### src/rtl/uart_cmd_ctrl.sv
// rtl/uart_cmd_ctrl.sv - frames UART bytes into SYNC/ADDR/DATA/CHK packets and issues register writes
// Also owns the uart_rx baud divisor, updated in-band through addresses FE/FF.
module uart_cmd_ctrl #(
  parameter logic [7:0]  SYNC_BYTE   = 8'hA5,
  parameter logic [10:0] DIV_RST     = 11'h016,
  parameter int unsigned TIMEOUT_CYC = 20000
) (
  input  logic        clk_i,
  input  logic        rst_i,
  output logic [10:0] div_o,
  input  logic        rx_done_i,
  input  logic [7:0]  rx_data_i,
  output logic        wr_valid_o,
  input  logic        wr_ready_i,
  output logic [7:0]  wr_addr_o,
  output logic [7:0]  wr_data_o,
  output logic        err_chk_o,
  output logic        err_tmo_o,
  output logic        err_ovr_o,
  output logic [7:0]  err_cnt_o,
  output logic        busy_o
);

  localparam int unsigned CW = $clog2(TIMEOUT_CYC + 1);
  localparam logic [CW-1:0] TMO_LAST = CW'(TIMEOUT_CYC - 1);

  typedef enum logic [2:0] {IDLE, ADDR, DATA, CHK, WR} state_t;

  state_t        state_q, state_d;
  logic [7:0]    addr_q, addr_d, data_q, data_d;
  logic [7:0]    wr_addr_q, wr_addr_d, wr_data_q, wr_data_d;
  logic [7:0]    err_cnt_q, err_cnt_d;
  logic [10:0]   div_q, div_d;
  logic [CW-1:0] tmo_q, tmo_d;
  logic          wr_valid_q, wr_valid_d;
  logic          err_chk_q, err_chk_d, err_tmo_q, err_tmo_d, err_ovr_q, err_ovr_d;
  logic          busy_q, busy_d;
  logic [7:0]    chk_sum;

  assign chk_sum = addr_q + data_q;

  always_comb begin
    state_d    = state_q;
    addr_d     = addr_q;
    data_d     = data_q;
    wr_addr_d  = wr_addr_q;
    wr_data_d  = wr_data_q;
    div_d      = div_q;
    tmo_d      = tmo_q;
    wr_valid_d = wr_valid_q;
    err_chk_d  = 1'b0;
    err_tmo_d  = 1'b0;
    err_ovr_d  = 1'b0;
    err_cnt_d  = err_cnt_q;
    case (state_q)
      IDLE: begin
        tmo_d = '0;
        if (rx_done_i && rx_data_i == SYNC_BYTE) state_d = ADDR;
      end
      ADDR, DATA, CHK: begin
        // A byte arriving in the expiry cycle takes priority over the timeout.
        if (rx_done_i) begin
          tmo_d = '0;
          case (state_q)
            ADDR: begin addr_d = rx_data_i; state_d = DATA; end
            DATA: begin data_d = rx_data_i; state_d = CHK; end
            default: begin
              state_d = IDLE;
              if (rx_data_i != chk_sum) begin
                err_chk_d = 1'b1;
              end else if (addr_q == 8'hFE) begin
                div_d[7:0] = data_q;
              end else if (addr_q == 8'hFF) begin
                div_d[10:8] = data_q[2:0];
              end else begin
                wr_valid_d = 1'b1;
                wr_addr_d  = addr_q;
                wr_data_d  = data_q;
                state_d    = WR;
              end
            end
          endcase
        end else if (tmo_q == TMO_LAST) begin
          tmo_d     = '0;
          err_tmo_d = 1'b1;
          state_d   = IDLE;
        end else begin
          tmo_d = tmo_q + 1'b1;
        end
      end
      WR: begin
        if (rx_done_i) err_ovr_d = 1'b1;
        if (wr_ready_i) begin
          wr_valid_d = 1'b0;
          state_d    = IDLE;
        end
      end
      default: state_d = IDLE;
    endcase
    if ((err_chk_d || err_tmo_d || err_ovr_d) && err_cnt_q != 8'hFF)
      err_cnt_d = err_cnt_q + 8'd1;
    busy_d = (state_d != IDLE);
  end

  always_ff @(posedge clk_i) begin
    if (rst_i) begin
      state_q    <= IDLE;
      addr_q     <= 8'h00;
      data_q     <= 8'h00;
      wr_addr_q  <= 8'h00;
      wr_data_q  <= 8'h00;
      div_q      <= DIV_RST;
      tmo_q      <= '0;
      wr_valid_q <= 1'b0;
      err_chk_q  <= 1'b0;
      err_tmo_q  <= 1'b0;
      err_ovr_q  <= 1'b0;
      err_cnt_q  <= 8'h00;
      busy_q     <= 1'b0;
    end else begin
      state_q    <= state_d;
      addr_q     <= addr_d;
      data_q     <= data_d;
      wr_addr_q  <= wr_addr_d;
      wr_data_q  <= wr_data_d;
      div_q      <= div_d;
      tmo_q      <= tmo_d;
      wr_valid_q <= wr_valid_d;
      err_chk_q  <= err_chk_d;
      err_tmo_q  <= err_tmo_d;
      err_ovr_q  <= err_ovr_d;
      err_cnt_q  <= err_cnt_d;
      busy_q     <= busy_d;
    end
  end

  assign div_o      = div_q;
  assign wr_valid_o = wr_valid_q;
  assign wr_addr_o  = wr_addr_q;
  assign wr_data_o  = wr_data_q;
  assign err_chk_o  = err_chk_q;
  assign err_tmo_o  = err_tmo_q;
  assign err_ovr_o  = err_ovr_q;
  assign err_cnt_o  = err_cnt_q;
  assign busy_o     = busy_q;

endmodule

### config.mk
export PLATFORM = sky130hd
export DESIGN_NAME = uart_cmd_ctrl
export DESIGN_NICKNAME = d
export VERILOG_FILES = /design/src/rtl/uart_cmd_ctrl.sv
export SDC_FILE = /design/constraint.sdc
export NUM_CORES = 1
export LEC_CHECK = 0
export ABC_CLOCK_PERIOD_IN_PS = 6200
export CAP_MARGIN = 10
export CORE_MARGIN = 2
export CORE_UTILIZATION = 40
export CTS_CLUSTER_DIAMETER = 80
export CTS_CLUSTER_SIZE = 40
export DETAILED_ROUTE_END_ITERATION = 6
export DONT_BUFFER_PORTS = 1
export SETUP_SLACK_MARGIN = 0.2
export SLEW_MARGIN = 40
export SYNTH_ARGS = -nofsm -noshare
export SYNTH_HDL_FRONTEND = slang
export SYNTH_SLANG_ARGS = --single-unit
### constraint.sdc
create_clock -name clk_i -period 6.2 [get_ports clk_i]
set_clock_uncertainty 0.2 [all_clocks]
set_input_delay 0.31 -clock clk_i [delete_from_list [all_inputs] [get_ports clk_i]]
set_output_delay 0.31 -clock clk_i [all_outputs]
set_load 0.02 [all_outputs]
# Word level (Yosys, flattened, before mapping)

Index checks and enable logic that the tools add are counted.

Bits in registers: 74
Input bits: 12
Logic and storage cells: 81

$add $sub $neg: 3
Equal/unequal tests: 16
Muxes and demuxes: 28
Bitwise operators: 4
Reductions and logical operators: 16

Operators by type and width:

| kind                                                 | count |
|---|---|
| two-way mux 15 bit                                   | 2 |
| case mux 15 bit (2 select lines)                     | 1 |
| equality test 8 bit (second input constant)          | 3 |
| two-way mux 3 bit                                    | 7 |
| adder 15 x 1 -> 15 bit (second input constant)       | 1 |
| equality test 15 bit (second input constant)         | 1 |
| two-way mux 1 bit                                    | 15 |
| != test 2 bit (second input constant)                | 6 |
| AND reduction 6 bit                                  | 2 |
| case mux 3 bit (3 select lines)                      | 1 |
| adder 8 x 1 -> 8 bit (second input constant)         | 1 |
| adder 8 bit                                          | 1 |
| != test 8 bit                                        | 1 |
| != test 8 bit (second input constant)                | 1 |
| AND reduction 7 bit                                  | 1 |
| equality test 3 x 2 -> 1 bit (second input constant) | 2 |
| case mux 3 bit (2 select lines)                      | 1 |
| AND reduction 3 bit                                  | 2 |
| AND reduction 5 bit                                  | 1 |
| NOT 1 bit                                            | 4 |
| nonzero test 2 bit                                   | 2 |
| equality test 3 x 1 -> 1 bit (second input constant) | 1 |
| equality test 3 bit (second input constant)          | 1 |
| zero test 3 bit                                      | 1 |
| other kinds (6)                                      | 8 |

# Longest topological paths before layout

Gate-level depths: netlist of the first run.

Depth after elaboration: 9
Depth in mapped cells: 11
Mapped depth without buffers: 9

# Worst setup path after synthesis of the first run

No wires, ideal clock.

Kind: reg2reg
From: register addr_q[0]
To: register wr_addr_q[0], in the netlist wr_addr_o[0]
Data arrival time: 2.746 ns
Data required time: 5.872 ns
Path slack: 3.127 ns
Stages on the path, launching flop included: 12
Buffers on the path: 2
Clock period less this slack: 3.073 ns
Cells stage by stage: dfxtp_1 -> ha_1 -> fa_1 -> a211oi_2 -> or3_1 -> and4b_1 -> nand4_1 -> nor4_1 -> buf_2 -> buf_6 -> mux2i_1 -> nor2_1

Cells in the longest elaborated chain, start to end: 4
Elaborated cells between the ends (all ways): 8
Classes of those cells: add/sub: 1; eq/ne: 3; bitwise: 3; reduce/logical: 1

Ends and longest elaborated chain:

| element                       | RTL line | text |
|---|---|---|
| start: declaration            | 30       | `logic [7:0] addr_q, addr_d, data_q, data_d;` |
| start signal: assignment      | 122      | `addr_q <= addr_d;` |
| adder 8 bit                   | 40       | `assign chk_sum = addr_q + data_q;` |
| != test 8 bit                 | 69       | `if (rx_data_i != chk_sum) begin` |
| NOT 1 bit (no line)           | n/a      |  |
| AND reduction 6 bit (no line) | n/a      |  |
| end signal: assignment        | 124      | `wr_addr_q <= wr_addr_d;` |
| end: declaration              | 31       | `logic [7:0] wr_addr_q, wr_addr_d, wr_data_q, wr_data_d;` |

Several ways; a longest one is shown, not always the timed one.
A chain may end at the register's enable or synchronous reset.

# Final worst setup path of the first run

From: register addr_q[0]
To: register div_q[6], in the netlist div_o[6]

Cells in the longest elaborated chain, start to end: 4
Elaborated cells between the ends (all ways): 5
Classes of those cells: add/sub: 1; eq/ne: 2; bitwise: 1; reduce/logical: 1

Ends and longest elaborated chain:

| element                         | RTL line | text |
|---|---|---|
| adder 8 bit                     | 40       |  |
| != test 8 bit                   | 69       |  |
| NOT 1 bit (no line)             | n/a      |  |
| AND reduction 5 bit (no line) * | n/a      |  |
| end signal: assignment          | 126      | `div_q <= div_d;` |
| end: declaration                | 33       | `logic [10:0] div_q, div_d;` |

Mark *: on every way between the ends. The rest lies on a longest branch, timed or not.

==> results of run 1 <==
[flip-flops by register name, summed over array words and instances, names as in the netlist, 3 cells and up]
signal	cells
wr_addr_o	8
err_cnt_o	8
div_o	11
data_q	8
state_q	3
tmo_q	15
addr_q	8
wr_data_o	8
[kinds of logic (layout without fill, tap and decap cells)]
family          after synthesis  count (layout)  synth area share [%]
compound gates               45              45                  8.36
xor+xnor                     23              23                  6.26
fa+ha+maj                    10              10                  3.84
buf+inv                      21              33                  2.86
flops                        74              74                  42.9
mux                          44              44                  12.8
simple gates                156             156                  23.0
[worst paths after layout]
check / to / slack, ns / cells past startpoint
worst min-delay path: busy_o$_SDFF_PP0_ / 0.04 / 4
worst max-delay path: div_o[6]$_SDFFE_PP0P_ / 2.72 / 9
worst min register to register: tmo_q[4]$_SDFFE_PP0P_ / 0.30 / 2
worst max register to register: div_o[6]$_SDFFE_PP0P_ / 2.72 / 9
[stage by stage]
stage	power [uW]	setup WS [ns]	utilization [%]	cells	hold WS (ns)
floorplan	500	3.13	-	373	0.257
global placement	497	2.86	42.4	463	0.188
detailed placement	497	2.76	42.5	463	0.190
CTS	925	2.76	46.6	490	0.0236
global route	947	2.61	46.6	490	0.0374
finish	913	2.72	46.6	490	0.0404
[worst max-delay path, cell delays in order, from the launching register on]
cell and delay [ns]:
sky130_fd_sc_hd__dfxtp_1 0.35, sky130_fd_sc_hd__ha_1 0.25, sky130_fd_sc_hd__fa_1 0.42, sky130_fd_sc_hd__a211oi_2 0.25, sky130_fd_sc_hd__or3_1 0.15, sky130_fd_sc_hd__and4b_1 0.18
sky130_fd_sc_hd__nand4_1 0.36, sky130_fd_sc_hd__nor4_4 0.87, sky130_fd_sc_hd__mux2i_1 0.26, sky130_fd_sc_hd__nor2_1 0.06
[cell type report]
class                   instances  area share, %
inverters                       5          0.485
multi-input cells             278           48.7
repair buffers                 12           3.49
clock buffers                  11           3.65
well taps                     105           3.39
flip-flops and latches         74           38.3
clock inverters                 5           2.00
[cells in the mapped netlist (all sizes together), types with 3 or more instances]
library cell and instances:
inv 5, nor2 69, clkbuf 9, or4 3
nand4 5, o31ai 3, nor2b 8, and3 4
dfxtp 74, nand3 15, a21oi 17, o21ai 8
or3 6, mux2i 43, nor4 6, xnor2 11
a31oi 4, nor3 9, xor2 12, ha 9
buf 7, nand2 20
[power groups by stage]
stage	logic (uW)	clock network, uW	registers (uW)
5_1_grt	27.4	445	475
3_5_place_dp	10.9	0	486
6_report	25.3	413	475
2_1_floorplan	14.1	0	486
4_1_cts	25.4	425	475
3_3_place_gp	10.7	0	486
[timing repair]
item / CTS / global route
hold endpoints to repair: 59 / 0
hold buffers: 11 / 0
setup endpoints to repair: 0 / 0
setup buffers: 0 / 0
[routing by layer]
layer  GRT usage (%)  share of wire [%]  up-vias
met2            27.2                 48       62
met3            6.94                5.7       12
met5               0                  0        -
met4            4.23                1.0        0
li1                -                  -     1337
met1            20.8                 45     1257
==> results.yml, run 1 <==
floorplan:
  dieArea_sq_mm: 0.00940
  core_sq_mm: 0.00830
  std_cell_rows: 33
  chipWidth_microns: 97.0
  floorplan.io_pins: 52
  dieHeight_microns: 97.0
  initial_core_utilization_pct: 41.6
timing:
  finalCritPeriodShare_pct: 56.2
  fin_crit_ns: 3.48
  grt_setup_unrepaired: "no"
  tns_ns: 0
  timing.final.setup_violations: 0
  report.final.slew_viol_count: 0
  clock.fmax_ghz: 0.287
  tightest_slew_ns: 0.845
  slew_headroom_pct: 43.3
  number_of_hold_slack_violations_in_the_final_timing_report: 0
cells_and_area:
  antenna_diode_instance_count: 0
  synthToLayoutAreaGrowth_pct: 12.0
  postLayoutCellArea_sq_mm: 0.00387
  most_used_cells_in_the_layout_excluding_fill_and_tap_cells: "74 x sky130_fd_sc_hd__dfxtp_1, 68 x sky130_fd_sc_hd__nor2_1, 43 x sky130_fd_sc_hd__mux2i_1, 20 x sky130_fd_sc_hd__nand2_1, 17 x sky130_fd_sc_hd__a21oi_1"
  num-fill-cells: 806
  layout_commonest_cell: "sky130_fd_sc_hd__dfxtp_1"
  fin_nets: 402
  final_layout_size_suffix_gt1_share_pct: 7.01
  multi_input_area_sq_mm: 0.00188
  reg_area_sq_mm: 0.00148
min_path:
  hp-start: "rx_done_i"
  min-delay-path-class: "primary input to flip-flop"
yosys:
  post_synthesis_async_set_or_reset_flop_share_pct: 0
  postSynthAreaPerCell_sq_um: 9.26
  yosysSeqAreaShare_pct: 42.9
  synth_nets: 395
  post_synth_edffs: 0
  synthCells: 373
  synth_seq_cells: 74
  synth_largest_area_cell: "sky130_fd_sc_hd__dfxtp_1"
  yosys.cell_types.count: 51
  yosys_warnings: 0
  synth_area_sq_mm: 0.00346
  dominantRegCellSynth: "sky130_fd_sc_hd__dfxtp_1"
  yosys-top-cells-area: "sky130_fd_sc_hd__dfxtp_1 43%, sky130_fd_sc_hd__mux2i_1 12%, sky130_fd_sc_hd__nor2_1 7.5%"
  synth_top_area_share_pct: 42.9
pwr:
  power.share.combinational_pct: 2.8
  switching_share_pct: 20.9
  power.sequential.fraction_pct: 52.0
  power_density_mw_per_mm2: 236
  p_leak_uw: 0.00132
  switching_pwr_uw: 191
  irDropWorstVdd_mv: 0.139
  pwr-share-clk_pct: 45.2
  internal_cell_power_uw: 722
clock_network:
  worst_skew_pair.late_latency_ns: 0.35
  tritoncts: "done"
  clk_root_buffer_cell: "sky130_fd_sc_hd__clkbuf_8"
  total_cts_buffers: 9
  clock_tree.htree_level_count: 3
  cts.path.max_buffers: 2
  clock_sinks: 74
  cts_resized: 0
  path_clk_slew_ns: 0.08
critical_path:
  cp.required_ns: 6.23
  startpoint_type: "flip-flop"
  crit_end_element: "flip-flop"
  crit_path_start: "addr_q[0]$_SDFFE_PP0P_"
  worstPathMaxFanout: 8
  critPathKind: "flip-flop to flip-flop"
  worst_r2r_startpoint: "addr_q[0]$_SDFFE_PP0P_"
  worst_ep_arrival_time_ns: 3.51
drt:
  route.detailed.vias_per_inst: 5.44
  post-route-drc-count: 0
  wirelength_per_cell_microns: 15.8
  vias: 2668
  final_antenna_net_count: 0
  drt_iter0_markers: 99
  routed_wirelength_microns: 7750
  firstDrtPassIters: 4
grt:
  grt_max_degree: 61
  grt_first_pass_wirelength_microns: 12800
  antenna_found_initial: 0
  globalRouteTotalUtil_pct: 16.8
  grt_remaining_overflow: 0
  grt_pass1_vias: 2579
placement:
  globalplace.congestion: 0.854
  port_buffers: 0
  hpwlAfterDp_microns: 5310
  dpl_cell_area_sq_mm: 0.00352
job:
  max_cap_check_violation_count: 0
status:
  outcome: "complete, no violations"
Note: power is estimated with default switching activity, not from simulation.
==> run 2: changes to the inputs <==
Settings changed: ABC_CLOCK_PERIOD_IN_PS 6200 to 3300.
Clock period 6.2 ns to 3.3 ns, I/O delays scaled along.
==> run 2 against run 1 <==
Clock power is 58% higher; flip-flop and latch count stayed put; hold slack better by 0.083 ns; global-route usage is 0.35 points higher; count of clock-buffer cells in the layout is 1 higher; die area stayed put; routed wire length is 2.7% higher; first-iteration DRC count is 10% lower; sequential power is 88% higher; cell area is 2.0% higher; total power is 75% higher; largest cell class unchanged.
==> results.yml, run 2 (same netlist as run 1, synthesis figures left out) <==
timing:
  clock.fmax_ghz: 0.337
  number_of_hold_slack_violations_in_the_final_timing_report: 0
  report.final.slew_viol_count: 0
  tns_ns: 0
  tightest_slew_ns: 0.584
  fin_crit_ns: 2.96
  worst_setup_slack_final_ns: 0.336
  grt_setup_unrepaired: "no"
  timing.final.setup_violations: 0
  hold_slack_ns: 0.123
  slew_headroom_pct: 61.1
  finalCritPeriodShare_pct: 89.8
clock_network:
  clock_sinks: 74
  clock_tree.htree_level_count: 3
  cts.path.max_buffers: 2
  total_cts_buffers: 9
  worst_skew_pair.late_latency_ns: 0.35
  clk_root_buffer_cell: "sky130_fd_sc_hd__clkbuf_8"
  tritoncts: "done"
  path_clk_slew_ns: 0.08
floorplan:
  chipWidth_microns: 97.0
  initial_core_utilization_pct: 41.6
  dieHeight_microns: 97.0
  dieArea_sq_mm: 0.00940
  core_sq_mm: 0.00830
  floorplan.io_pins: 52
  std_cell_rows: 33
placement:
  hpwlAfterDp_microns: 5400
  dpl_cell_area_sq_mm: 0.00358
  place_worst_setup_slack_ns: 0.208
  port_buffers: 0
  globalplace.congestion: 0.861
min_path:
  hp-start: "rx_done_i"
  whs_path_depth: 3
  min-delay-path-class: "primary input to flip-flop"
  hold-path-endpoint: "err_chk_o$_SDFF_PP0_"
critical_path:
  timing.reg2reg.setup_slack_ns: 0.34
  critPathKind: "flip-flop to flip-flop"
  crit-reg2reg-capture: "err_cnt_o[4]$_SDFFE_PP0P_"
  crit_end_element: "flip-flop"
  worst_ep_arrival_time_ns: 3.05
  ff2ff_path_depth: 10
  worst_r2r_startpoint: "addr_q[0]$_SDFFE_PP0P_"
  startpoint_type: "flip-flop"
  worstPathMaxFanout: 10
  cp.required_ns: 3.39
drt:
  vias: 2663
  route.detailed.vias_per_inst: 5.34
  final_antenna_net_count: 0
  wirelength_per_cell_microns: 16.0
  firstDrtPassIters: 4
  routed_wirelength_microns: 7960
  drt_iter0_markers: 89
  post-route-drc-count: 0
pwr:
  power_density_mw_per_mm2: 405
  p_leak_uw: 0.00135
  irDropWorstVdd_mv: 0.190
cells_and_area:
  fin_nets: 411
  final_util_pct: 47.6
  largest_register: "tmo_q"
  synthToLayoutAreaGrowth_pct: 14.2
  most_used_cells_in_the_layout_excluding_fill_and_tap_cells: "72 x sky130_fd_sc_hd__dfxtp_1, 68 x sky130_fd_sc_hd__nor2_1, 43 x sky130_fd_sc_hd__mux2i_1, 20 x sky130_fd_sc_hd__nand2_1, 16 x sky130_fd_sc_hd__a21oi_1"
  reg_area_sq_mm: 0.00148
  num-fill-cells: 797
  antenna_diode_instance_count: 0
  final_layout_size_suffix_gt1_share_pct: 10.4
  multi_input_area_sq_mm: 0.00192
  largest_register_ff_count: 15
  postLayoutCellArea_sq_mm: 0.00395
  layout_commonest_cell: "sky130_fd_sc_hd__dfxtp_1"
grt:
  antenna_found_initial: 0
  grt_pass1_vias: 2589
  grt_first_pass_wirelength_microns: 13000
  globalRouteTotalUtil_pct: 17.2
  grt_max_degree: 61
  grt_remaining_overflow: 0
status:
  outcome: "complete, no violations"
job:
  max_cap_check_violation_count: 0
run 2: through the flow:
step / power, uW / instances
global route: 1660 / 499
CTS: 1620 / 498
finish: 1600 / 499
detailed placement: 935 / 470
floorplan: 940 / 373
global placement: 934 / 470
run 2: worst max-delay path by stage:
| stage | startpoint | to | slack (ns) | cells after the start |
|---|---|---|---|---|
| after floorplan | addr_q[0]$_SDFFE_PP0P_ | wr_addr_o[0]$_SDFFE_PP0P_ | 0.23 | 11 |
| after global placement | addr_q[0]$_SDFFE_PP0P_ | wr_data_o[7]$_SDFFE_PP0P_ | 0.24 | 10 |
| after detailed placement | data_q[0]$_SDFFE_PP0P_ | wr_addr_o[4]$_SDFFE_PP0P_ | 0.21 | 10 |
| after CTS | data_q[0]$_SDFFE_PP0P_ | err_cnt_o[4]$_SDFFE_PP0P_ | 0.20 | 10 |
| after global routing | addr_q[0]$_SDFFE_PP0P_ | err_cnt_o[3]$_SDFFE_PP0P_ | 0.21 | 10 |
| final | addr_q[0]$_SDFFE_PP0P_ | err_cnt_o[4]$_SDFFE_PP0P_ | 0.34 | 10 |
run 2: where the power goes:
group | switching (uW) | internal [uW]
Sequential | 0.300 | 892
Clock | 341 | 313
Combinational | 30.3 | 22.4
Total | 371 | 1230
run 2: cell type report:
cell class | instances | share of cell area, %
Inverter | 5 | 0.476
Clock buffer | 12 | 3.93
Multi-Input combinational cell | 278 | 48.6
Sequential cell | 74 | 37.6
Clock inverter | 4 | 0.666
Tap cell | 105 | 3.33
Timing Repair Buffer | 21 | 5.39
run 2: metal layers:
metal / track usage [%] / wire length, microns
met5: 0 / 0
met4: 6.72 / 147
met3: 4.48 / 371
met2: 27.4 / 3640
met1: 22.3 / 3800
run 2: repair_timing:
item	in CTS	in global routing
hold endpoints to repair	63	0
gates resized for setup	0	10
setup buffers	0	1
pin swaps	1	4
gates cloned	0	0
setup endpoints to repair	2	32
hold buffers	12	0
run 2: worst max-delay path: stages (launching register included):
cell,delay (ns)
sky130_fd_sc_hd__dfxtp_2,0.34
sky130_fd_sc_hd__ha_2,0.21
sky130_fd_sc_hd__fa_2,0.36
sky130_fd_sc_hd__a211oi_2,0.28
sky130_fd_sc_hd__o21bai_1,0.11
sky130_fd_sc_hd__a21oi_2,0.25
sky130_fd_sc_hd__xnor2_4,0.22
sky130_fd_sc_hd__nor4b_4,0.09
sky130_fd_sc_hd__buf_4,0.18
sky130_fd_sc_hd__or4_1,0.51
sky130_fd_sc_hd__a21oi_1,0.15
